==> src/rtl/lif_tdm_if.sv <==
// Bundled control, current-input and readout signals between the pin-level logic
// and the time-multiplexed LIF scheduler.
interface lif_tdm_if #(
    parameter int N_NEURONS = 4,
    parameter int IDX_W     = 2,
    parameter int WIDTH     = 8
);
    logic                 ena;
    logic                 tick;
    logic [WIDTH-1:0]     ext_current;
    logic [IDX_W-1:0]     rd_idx;
    logic [WIDTH-1:0]     rd_state;
    logic [N_NEURONS-1:0] spikes;
    logic                 busy;
    logic                 done;
    logic                 overrun;

    modport master (
        output ena, tick, ext_current, rd_idx,
        input  rd_state, spikes, busy, done, overrun
    );

    modport slave (
        input  ena, tick, ext_current, rd_idx,
        output rd_state, spikes, busy, done, overrun
    );
endinterface

==> src/rtl/lif_tdm_scheduler.sv <==
// One shared leaky-integrate-and-fire datapath swept over N virtual neurons per tick;
// neuron 0 takes an external current, neuron k takes WEIGHT when neuron k-1 fired.
module lif_tdm_scheduler #(
    parameter int N_NEURONS  = 4,
    parameter int IDX_W      = 2,
    parameter int WIDTH      = 8,
    parameter int THRESHOLD  = 128,
    parameter int LEAK_SHIFT = 1,
    parameter int WEIGHT     = 100
) (
    input logic       clk,
    input logic       rst_n,
    lif_tdm_if.slave  bus
);
    localparam logic [1:0] S_IDLE   = 2'd0;
    localparam logic [1:0] S_READ   = 2'd1;
    localparam logic [1:0] S_UPDATE = 2'd2;
    localparam logic [1:0] S_DONE   = 2'd3;

    localparam logic [WIDTH:0]     THR_EXT  = (WIDTH+1)'(THRESHOLD);
    localparam logic [WIDTH-1:0]   W_CUR    = WIDTH'(WEIGHT);
    localparam logic [IDX_W-1:0]   LAST_IDX = IDX_W'(N_NEURONS - 1);

    logic [1:0]           fsm_q;
    logic [IDX_W-1:0]     idx_q;
    logic [WIDTH-1:0]     cur_q;
    logic [WIDTH-1:0]     operand_q;
    logic [WIDTH-1:0]     input_q;
    logic [N_NEURONS-1:0] work_q;
    logic [N_NEURONS-1:0] spikes_q;
    logic                 overrun_q;
    logic [WIDTH-1:0]     state_q [N_NEURONS];

    logic [WIDTH:0]       sum;
    logic [WIDTH-1:0]     v_sat;
    logic                 fire;
    logic [N_NEURONS-1:0] work_next;
    logic [WIDTH-1:0]     read_input;
    logic                 accept;

    assign accept = bus.tick & bus.ena;

    // Worst case is (2^W-1) - leak + (2^W-1), which fits in WIDTH+1 bits without wrap.
    assign sum   = {1'b0, operand_q} - ({1'b0, operand_q} >> LEAK_SHIFT) + {1'b0, input_q};
    assign v_sat = sum[WIDTH] ? {WIDTH{1'b1}} : sum[WIDTH-1:0];
    assign fire  = ({1'b0, v_sat} >= THR_EXT);

    // NOTE: every variable driven in always_comb gets a default first so no latch is inferred.
    always_comb begin
        work_next        = work_q;
        work_next[idx_q] = fire;
        read_input       = '0;
        if (idx_q == '0) begin
            read_input = cur_q;
        end else if (work_q[idx_q - 1'b1]) begin
            read_input = W_CUR;
        end
    end

    // NOTE: sequential state uses non-blocking assignments so all registers update together.
    always_ff @(posedge clk or negedge rst_n) begin
        if (!rst_n) begin
            fsm_q     <= S_IDLE;
            idx_q     <= '0;
            cur_q     <= '0;
            operand_q <= '0;
            input_q   <= '0;
            work_q    <= '0;
            spikes_q  <= '0;
            overrun_q <= 1'b0;
            // NOTE: the neuron state file is small and must read 0 after reset, so it is reset explicitly.
            for (int i = 0; i < N_NEURONS; i++) begin
                state_q[i] <= '0;
            end
        end else begin
            overrun_q <= accept && (fsm_q != S_IDLE);
            case (fsm_q)
                S_IDLE: begin
                    if (accept) begin
                        cur_q  <= bus.ext_current;
                        idx_q  <= '0;
                        work_q <= '0;
                        fsm_q  <= S_READ;
                    end
                end
                S_READ: begin
                    operand_q <= state_q[idx_q];
                    input_q   <= read_input;
                    fsm_q     <= S_UPDATE;
                end
                S_UPDATE: begin
                    work_q         <= work_next;
                    state_q[idx_q] <= fire ? '0 : v_sat;
                    if (idx_q == LAST_IDX) begin
                        spikes_q <= work_next;
                        fsm_q    <= S_DONE;
                    end else begin
                        idx_q <= idx_q + 1'b1;
                        fsm_q <= S_READ;
                    end
                end
                default: begin
                    fsm_q <= S_IDLE;
                end
            endcase
        end
    end

    always_comb begin
        bus.rd_state = '0;
        if (int'(bus.rd_idx) < N_NEURONS) begin
            bus.rd_state = state_q[bus.rd_idx];
        end
    end

    assign bus.spikes  = spikes_q;
    assign bus.busy    = (fsm_q != S_IDLE);
    assign bus.done    = (fsm_q == S_DONE);
    assign bus.overrun = overrun_q;

endmodule

==> src/flat_wrapper.sv <==
// flat-port wrapper written by rule: the top's interface ports become plain ports
module lif_tdm_scheduler_flat 
#(
    parameter int N_NEURONS  = 4,
    parameter int IDX_W      = 2,
    parameter int WIDTH      = 8,
    parameter int THRESHOLD  = 128,
    parameter int LEAK_SHIFT = 1,
    parameter int WEIGHT     = 100
)
  (clk, rst_n, bus_ena, bus_tick, bus_ext_current, bus_rd_idx, bus_rd_state, bus_spikes, bus_busy, bus_done, bus_overrun);
  lif_tdm_if #(.N_NEURONS(N_NEURONS), .IDX_W(IDX_W), .WIDTH(WIDTH)) bus_i ();
  input logic clk;
  input logic rst_n;
  input wire logic [$bits(bus_i.ena)-1:0] bus_ena;
  input wire logic [$bits(bus_i.tick)-1:0] bus_tick;
  input wire logic [$bits(bus_i.ext_current)-1:0] bus_ext_current;
  input wire logic [$bits(bus_i.rd_idx)-1:0] bus_rd_idx;
  output wire logic [$bits(bus_i.rd_state)-1:0] bus_rd_state;
  output wire logic [$bits(bus_i.spikes)-1:0] bus_spikes;
  output wire logic [$bits(bus_i.busy)-1:0] bus_busy;
  output wire logic [$bits(bus_i.done)-1:0] bus_done;
  output wire logic [$bits(bus_i.overrun)-1:0] bus_overrun;
  assign bus_i.ena = bus_ena;
  assign bus_i.tick = bus_tick;
  assign bus_i.ext_current = bus_ext_current;
  assign bus_i.rd_idx = bus_rd_idx;
  assign bus_rd_state = bus_i.rd_state;
  assign bus_spikes = bus_i.spikes;
  assign bus_busy = bus_i.busy;
  assign bus_done = bus_i.done;
  assign bus_overrun = bus_i.overrun;
  lif_tdm_scheduler #(.N_NEURONS(N_NEURONS), .IDX_W(IDX_W), .WIDTH(WIDTH), .THRESHOLD(THRESHOLD), .LEAK_SHIFT(LEAK_SHIFT), .WEIGHT(WEIGHT)) u_core (.clk(clk), .rst_n(rst_n), .bus(bus_i));
endmodule
==> config.mk <==
export PLATFORM = sky130hd
export DESIGN_NAME = lif_tdm_scheduler_flat
export DESIGN_NICKNAME = d
export VERILOG_FILES = /design/src/rtl/lif_tdm_if.sv /design/src/rtl/lif_tdm_scheduler.sv /design/src/flat_wrapper.sv
export SDC_FILE = /design/constraint.sdc
export NUM_CORES = 1
export LEC_CHECK = 0
export CELL_PAD_IN_SITES_DETAIL_PLACEMENT = 0
export CELL_PAD_IN_SITES_GLOBAL_PLACEMENT = 1
export CORE_MARGIN = 4
export CORE_UTILIZATION = 42
export DETAILED_ROUTE_END_ITERATION = 16
export HOLD_SLACK_MARGIN = 0.1
export PLACE_DENSITY = 0.81
export SYNTH_ARGS = -nofsm -noshare
export SYNTH_HDL_FRONTEND = slang
export SYNTH_SLANG_ARGS = --single-unit
==> constraint.sdc <==
create_clock -name clk -period 2.9 [get_ports clk]
set_input_delay 0.29 -clock clk [delete_from_list [all_inputs] [get_ports clk]]
set_output_delay 0.29 -clock clk [all_outputs]
set_load 0.05 [all_outputs]
After elaboration in Yosys (flattened, before gate mapping)
Index checks and enable logic that the tools add are counted.
Storage, ports and cells
  register bits after elaboration: 69
  input port bits: 14
  output and inout bits: 15
  word-level logic and storage cells: 69
Operators by class
  $add $sub $neg: 4
  order comparisons: 7
  equal/unequal tests: 6
  multiplexer cells: 26
  bitwise operators: 3
  reductions and logical operators: 11
Operators by type and width (number)
  two-way mux 8 bit: 8
  binary-select mux 8 bit (select 2 bit): 2
  bitwise mux 32 bit: 1
  demux 8 bit (select 2 bit): 1
  adder 9 x 8 -> 9 bit: 1
  subtractor 8 x 7 -> 9 bit: 1
  >= comparator 8 bit (second input constant): 1
  two-way mux 2 bit: 4
  one-hot mux 4 bit (2 select lines): 1
  two-way mux 7 bit: 1
  equality test 2 bit (second input constant): 3
  >= comparator 3 bit (second input constant): 2
  < comparator 2 x 3 -> 1 bit (second input constant): 2
  NOT 2 -> 3 bit: 2
  one-hot mux 2 bit (3 select lines): 1
  AND reduction 2 bit: 3
  bitwise mux 4 bit: 1
  zero test 2 bit: 2
  two-way mux 4 bit: 1
  one-hot mux 2 bit (2 select lines): 1
  nonzero test 2 bit: 2
  logical AND 1 bit: 3
  < comparator 3 x 1 -> 1 bit (second input constant): 1
  AND reduction 3 bit: 1
  other kinds (10): 11

Logic depth before layout (Yosys ltp)
Gate-level depths: netlist of the first run.
  word-level depth: 6
  depth in mapped cells: 12
  mapped depth without buffers: 10

Worst setup path after synthesis of the first run
No wires, ideal clock.
  kind: flip-flop to flip-flop
  from: register u_core.input_q[1]
  to: register u_core.spikes_q[3], in the netlist u_core.bus.spikes[3]
  setup time: 0.125 ns
  data arrival time: 2.783 ns
  required time: 2.775 ns
  setup slack: -0.008 ns
  stages on the path, launching flop included: 12
  buffers on the path: 2
  clock period less this slack: 2.908 ns
  path through: dfrtp_1 > inv_1 > fa_1 > inv_1 > fa_1 > a211oi_2 > o21ai_2 > a2111o_1 > a32o_1 > buf_6 > buf_6 > mux2_2
On the way
  longest elaborated chain between the ends: 4
Ends and longest elaborated chain
  start, declared: RTL line lif_tdm_scheduler.sv:28  | logic [WIDTH-1:0] input_q;
  start signal, assigned: RTL line lif_tdm_scheduler.sv:88  | input_q <= read_input;
  adder 9 x 8 -> 9 bit: RTL line lif_tdm_scheduler.sv:44  | assign sum = {1'b0, operand_q} - ({1'b0, operand_q} >> LEAK_SHIFT) + {1'b0, input_q};
  two-way mux 8 bit: RTL line lif_tdm_scheduler.sv:45  | assign v_sat = sum[WIDTH] ? {WIDTH{1'b1}} : sum[WIDTH-1:0];
  >= comparator 8 bit: RTL line lif_tdm_scheduler.sv:46  | assign fire = ({1'b0, v_sat} >= THR_EXT);
  bitwise mux 4 bit: RTL line lif_tdm_scheduler.sv:51  | work_next[idx_q] = fire;
  end signal, assigned: RTL line lif_tdm_scheduler.sv:95  | spikes_q <= work_next;
  end, declared: RTL line lif_tdm_scheduler.sv:30  | logic [N_NEURONS-1:0] spikes_q;
Every way passes these cells.
A chain may end at the register's enable or synchronous reset.

Worst setup path in the final report of the first run
  from: register u_core.input_q[1]
  to: register u_core.spikes_q[2], in the netlist u_core.bus.spikes[2]
The elaborated chain is that of the path after synthesis.

==> key figures, run 1 <==
Run status
  • Status: finished, final reports clean

Synth
  • Syn nets: about 380
  • Number of synthesized flops with an enable pin: 0
  • Synth warn: 0
  • #FFs+latches synth: a little under 70
  • Post-synth ARST share: 100%
  • Post-Syn Area: ~0.0037 mm2
  • Syn avg cell area: ~11 um2
  • Sequential-to-total area share from yosys stat: 46.1%
  • Post-Syn Instances: between 300 and 400
  • Main synth FF type: dfrtp_1
  • Synth cell types: 39

Clocking
  • Reg clk slew, reported paths: around 0.080 ns
  • Clock sinks: 69
  • TritonCTS Buffers: 9
  • Clock Tree Buf Depth: 2
  • CTS tree: done
  • Clk Latency, worst-skew pair: 0.35 ns
  • Clk root buf: clkbuf_8
  • CTS HTree Levels: 3

Timing
  • Slew headroom: just under 50%
  • Fin crit period: around 2.9 ns
  • WHS: about 0.49 ns
  • Setup violators final: 0
  • RSZ-0062 raised after global routing: true
  • Worst-case clock skew: between 0.015 and 0.02 ns
  • Final count of hold timing violations: 0
  • Slew of the pin with the lowest slew margin: 0.759 ns
  • Slew Limit Fails: 0
  • PnR worst setup slack: slightly above 0.04 ns
  • Max Freq: 350 MHz
  • Final period util: 98.6%

Die
  • Die extent in x: about 100 um
  • Initial Utilization: a little over two fifths
  • Io pins: 29
  • CORE AREA: 0.00868 mm2
  • Die area: between 0.01 and 0.015 mm2
  • Die Height: a little over 100 um
  • Row cnt: 34

Critical path
  • WS Path Type: flip-flop to flip-flop
  • Crit-path max cell delay: roughly 0.54 ns
  • Slowest-stage cell, CP: fa_1
  • Crit start category: flip-flop
  • Crit-path cells: inv_2 -> fa_1 -> inv_2 -> fa_2 -> a211oi_2 -> o21ai_2 -> a2111o_1 -> a32o_2 -> buf_12 -> a221o_1
  • Worst r2r path cells: 10
  • Buf/Inv on CP: 3
  • Worst r2r src: u_core.input_q[1]$_DFFE_PN0P_
  • Worst R2R Setup Slack: between 0.04 and 0.05 ns
  • Most frequent CP cell: inv_2
  • R2r endpoint: u_core.bus.spikes[2]$_DFFE_PN0P_
  • CP required: 3.13 ns
  • CP arrival: just over 3 ns
  • Critical Path End Type: flip-flop
  • Cell family with most CP delay: compound AO/OA/AOI/OAI gates
  • Crit path max fanout: 36

Placement
  • Input/output buffers: 28
  • Worst slack, placed: -0.0262 ns
  • Placed cell count: 470
  • Placed cell area: approximately 0.0041 mm2
  • Dpl hpwl: ~5700 um
  • GP Congestion: between 0.7 and 0.8

Layout
  • Non-Filler Instances: 487
  • Filler instances: roughly 810
  • Share of cells above drive strength 1: 18.5%
  • Post-Layout Inst Area: about 0.0044 mm2
  • N_diodes: 0
  • Layout area overhead: 16.4%
  • Commonest non-fill, non-tap cell in the layout: dfrtp_1
  • Nets: just over 400
  • Most frequent cells in the layout: dfrtp_1 (69), nand2_1 (47), inv_1 (30)

Min path
  • WHS Path Cells: 2
  • Hold Crit Class: flip-flop to flip-flop
  • Hold_sp: u_core.input_q[0]$_DFFE_PN0P_
  • Hold endpoint: u_core.input_q[0]$_DFFE_PN0P_

Routing
  • Per-cell routed wire length: 16.8 um
  • Number of vias per cell: 5.47
  • Final WL: roughly 8200 um
  • Iter 0 DRT Violations: 188
  • Vias: roughly 2.7k
  • Routed Antenna Nets: 0
  • Pre-antenna DRT Iters: 4
  • Drt drc: 0

Global route
  • Grt ovf: 0
  • GRT Overall Usage: between 15 and 20%
  • Antenna violations before repair: 0
  • Largest net degree at the start of global routing: between 40 and 50
  • First-pass GRT wire length: 13700 um
  • Vias in the first global route: 2753

Run
  • Max_cap viols: 0
[Yosys cell counts, types with 5 or more instances]
master / number / area, um2
dfrtp_1: 69 / 1730
nand2_1: 47 / 176
inv_1: 33 / 124
o21ai_0: 25 / 125
o31ai_1: 20 / 150
mux4_2: 17 / 383
clkbuf_1: 14 / 52.6
ha_1: 14 / 175
nand3_1: 13 / 65.1
nor2_1: 11 / 41.3
mux2_2: 10 / 113
fa_1: 7 / 140
a21oi_1: 6 / 30.0
a32o_1: 5 / 50.1
and2_1: 5 / 31.3
[routing by layer]
| metal | track usage (%) | vias up | wire (um) |
|---|---|---|---|
| met5 | 0 | - | 0 |
| met4 | 4.44 | 0 | 63 |
| met3 | 4.44 | 6 | 467 |
| met2 | 26.9 | 63 | 3990 |
| met1 | 23.8 | 1323 | 3670 |
| li1 | - | 1273 | - |
[metrics by stage]
| step | utilization, % | TNS (ns) |
|---|---|---|
| 6_report | 50.2 | 0 |
| 3_3_place_gp | 47.6 | 0 |
| 3_5_place_dp | 47.6 | -0.0707 |
| 4_1_cts | 50.1 | 0 |
| 5_1_grt | 50.2 | -0.354 |
| 2_1_floorplan | - | 0 |
[worst max path at each step]
stage | startpoint | to | cells after the start
after CTS | u_core.input_q[1]$_DFFE_PN0P_ | u_core.bus.spikes[0]$_DFFE_PN0P_ | 10
after global placement | u_core.input_q[1]$_DFFE_PN0P_ | u_core.bus.spikes[2]$_DFFE_PN0P_ | 10
final | u_core.input_q[1]$_DFFE_PN0P_ | u_core.bus.spikes[2]$_DFFE_PN0P_ | 10
after global routing | u_core.input_q[1]$_DFFE_PN0P_ | u_core.bus.spikes[0]$_DFFE_PN0P_ | 10
after floorplan | u_core.input_q[1]$_DFFE_PN0P_ | u_core.bus.spikes[3]$_DFFE_PN0P_ | 11
after detailed placement | u_core.input_q[1]$_DFFE_PN0P_ | u_core.bus.spikes[0]$_DFFE_PN0P_ | 10
[logic make-up after synthesis]
group	synth area share, %
and+or+nand+nor	10.8
adders and majority gates	8.43
AOI/OAI and AO/OA	14.1
DFF	46.1
muxes	13.2
xor gates and xnor gates	1.17
buffers and inverters	6.15
[tightest hold or removal path, stage by stage, from the launching register on]
cell,delay [ns]
dfrtp_1,0.36
nand2_1,0.05
nand2_1,0.05
[what timing repair did]
action,in CTS,in global routing
gates resized for setup,1,5
pin swaps,2,2
hold buffers,1,0
gates cloned,0,0
setup endpoints to repair,3,36
hold endpoints to repair,69,0
buffers inserted,0,0
[cell type report]
cell class,count,area [um2],share of cell area [%]
clock inverter,4,56.3,1.29
tap,108,135,3.10
timing repair buffer,41,368,8.44
sequential,69,1730,39.6
inverter,33,124,2.84
multi-input combinational,220,1800,41.4
clock buffer,12,145,3.33
[sequential cells by signal (all words and copies together) (netlist names)]
signal	cells
u_core.fsm_q	2
u_core.operand_q	8
u_core.state_q	32
u_core.input_q	8
u_core.bus.spikes	4
u_core.cur_q	8
u_core.bus.overrun	1
u_core.work_q	4
u_core.idx_q	2
Power of run 1 is left out: the tool's default activity adds up to more than one toggle a clock period on the data nets, which glitch-free logic cannot reach.
==> run 2, diff against run 1 <==
--- a/config.mk
+++ b/config.mk
@@ -7,7 +7,6 @@
 export LEC_CHECK = 0
 export CELL_PAD_IN_SITES_DETAIL_PLACEMENT = 0
 export CELL_PAD_IN_SITES_GLOBAL_PLACEMENT = 1
-export CORE_MARGIN = 4
 export CORE_UTILIZATION = 42
 export DETAILED_ROUTE_END_ITERATION = 16
 export HOLD_SLACK_MARGIN = 0.1
==> key figures, run 2 (synthesis results as in run 1) <==
Run status
  • Status: finished, final reports clean (unchanged)

Routing
  • Vias: 2658 (was 2665)
  • Final WL: 8100 um (was 8190 um)
  • Per-cell routed wire length: 16.4 um (was 16.8 um)
  • Number of vias per cell: 5.39 (was 5.47)
  • Pre-antenna DRT Iters: 4 (unchanged)
  • Routed Antenna Nets: 0 (unchanged)
  • Drt drc: 0 (unchanged)
  • Iter 0 DRT Violations: 106 (was 188)

Critical path
  • WS Path Type: flip-flop to flip-flop (unchanged)
  • Critical Path End Type: flip-flop (unchanged)
  • CP arrival: 3.03 ns (was 3.09 ns)
  • Crit path max fanout: 8 (was 36)
  • Worst R2R Setup Slack: 0.09 ns (was 0.04 ns)
  • Crit start category: flip-flop (unchanged)
  • CP required: 3.13 ns (about the same)

Placement
  • GP Congestion: 0.765 (was 0.779)
  • Input/output buffers: 28 (unchanged)
  • Dpl hpwl: 5620 um (was 5690 um)

Layout
  • N_diodes: 0 (unchanged)
  • Nets: 415 (was 409)
  • Layout area overhead: 19.7% (was 16.4%)
  • Share of cells above drive strength 1: 22.3% (was 18.5%)
  • Most frequent cells in the layout: dfrtp_1 (69), nand2_1 (47), inv_1 (28) (was dfrtp_1 (69), nand2_1 (47), inv_1 (30))
  • Commonest non-fill, non-tap cell in the layout: dfrtp_1 (unchanged)
  • Max reg flops: 32 (unchanged)
  • Largest Register: u_core.state_q (unchanged)
  • Fin util: 51.6% (was 50.2%)

Timing
  • Max Freq: 356 MHz (was 350 MHz)
  • Slew Limit Fails: 0 (unchanged)
  • RSZ-0062 raised after global routing: true (unchanged)
  • Setup violators final: 0 (unchanged)
  • Final count of hold timing violations: 0 (unchanged)
  • Slew of the pin with the lowest slew margin: 0.774 ns (was 0.759 ns)
  • Final period util: 96.8% (was 98.6%)
  • Fin crit period: 2.81 ns (was 2.86 ns)
  • Worst-case clock skew: 0.00537 ns (was 0.0162 ns)
  • Slew headroom: 48.3% (was 49.2%)

Clocking
  • Clk Latency, worst-skew pair: 0.34 ns (was 0.35 ns)
  • Clock sinks: 69 (unchanged)
  • Clk root buf: clkbuf_8 (unchanged)
  • CTS HTree Levels: 3 (unchanged)
  • CTS tree: done (unchanged)
  • Reg clk slew, reported paths: 0.08 ns (about the same)
  • Clock Tree Buf Depth: 2 (unchanged)
  • TritonCTS Buffers: 9 (unchanged)

Global route
  • Largest net degree at the start of global routing: 32 (was 41)
  • Antenna violations before repair: 0 (unchanged)
  • First-pass GRT wire length: 13100 um (was 13700 um)
  • Vias in the first global route: 2539 (was 2753)
  • GRT Overall Usage: 19.3% (was 17.2%)
  • Grt ovf: 0 (unchanged)

Die
  • Row cnt: 34 (unchanged)
  • Io pins: 29 (unchanged)
  • Die extent in x: 96.4 um (was 102 um)
  • Die area: 0.00929 mm2 (was 0.0105 mm2)
  • CORE AREA: 0.00868 mm2 (unchanged)
  • Initial Utilization: 43.1% (unchanged)
  • Die Height: 96.4 um (was 102 um)

Run
  • Max_cap viols: 0 (unchanged)

Min path
  • Hold Crit Class: input pin to async pin (was flip-flop to flip-flop)
## run 2: repair_timing
item,CTS,global route
endpoints found under the setup margin,3,36
resized for setup,1,14
buffers inserted,0,2
pin swaps,0,9
endpoints found under the hold margin,18,0
hold buffers,1,0
cloned,0,1
## run 2: per-layer routing
metal,vias to the layer above,track usage [%],part of all wire (%)
li1,1288,-,-
met1,1300,28.4,45
met2,66,28.7,48
met3,4,3.44,6.2
met4,0,7.11,0.56
met5,-,0,0
## run 2: layout make-up
cell class	instances	area (um2)
multi-input combinational	220	1840
sequential	69	1730
fill	793	4200
timing repair buffer	47	455
inverter	33	124
tap	108	135
clock inverter	5	60.1
clock buffer	11	141
## run 2: path summary, 6_finish.rpt
kind / end / from / cells past startpoint
worst max-delay path: u_core.bus.spikes[1]$_DFFE_PN0P_ / u_core.operand_q[2]$_DFFE_PN0P_ / 9
worst min-delay path: u_core.operand_q[0]$_DFFE_PN0P_ / rst_n / 2
worst max register to register: u_core.bus.spikes[1]$_DFFE_PN0P_ / u_core.operand_q[2]$_DFFE_PN0P_ / 9
worst min register to register: u_core.input_q[0]$_DFFE_PN0P_ / u_core.input_q[0]$_DFFE_PN0P_ / 2
max in group asynchronous: u_core.state_q[29]$_DFFE_PN0P_ / rst_n / 3
min in group clk: u_core.input_q[0]$_DFFE_PN0P_ / u_core.input_q[0]$_DFFE_PN0P_ / 2
## run 2: stage by stage
step | std cells | TNS (ns) | hold WS [ns] | instance area [um2] | worst slack (ns)
final | 493 | 0 | 0.428 | 4480 | 0.0930
after CTS | 490 | 0 | 0.433 | 4380 | 0.0187
after global placement | 473 | 0 | 0.260 | 4170 | 0.0107
after global routing | 493 | -0.0464 | 0.461 | 4480 | -0.0181
after floorplan | 342 | 0 | -0.00559 | 3740 | 0.0607
after detailed placement | 473 | -0.0627 | 0.263 | 4170 | -0.0268
## run 2: worst max-delay path, cell delays in order (launching register included)
cell,delay [ns]
dfrtp_1,0.40
fa_1,0.52
inv_2,0.05
fa_2,0.36
a211oi_2,0.21
o21ai_2,0.09
a2111o_1,0.28
a32o_2,0.33
buf_12,0.16
a221o_1,0.28
Power of run 2 is left out for the same reason.
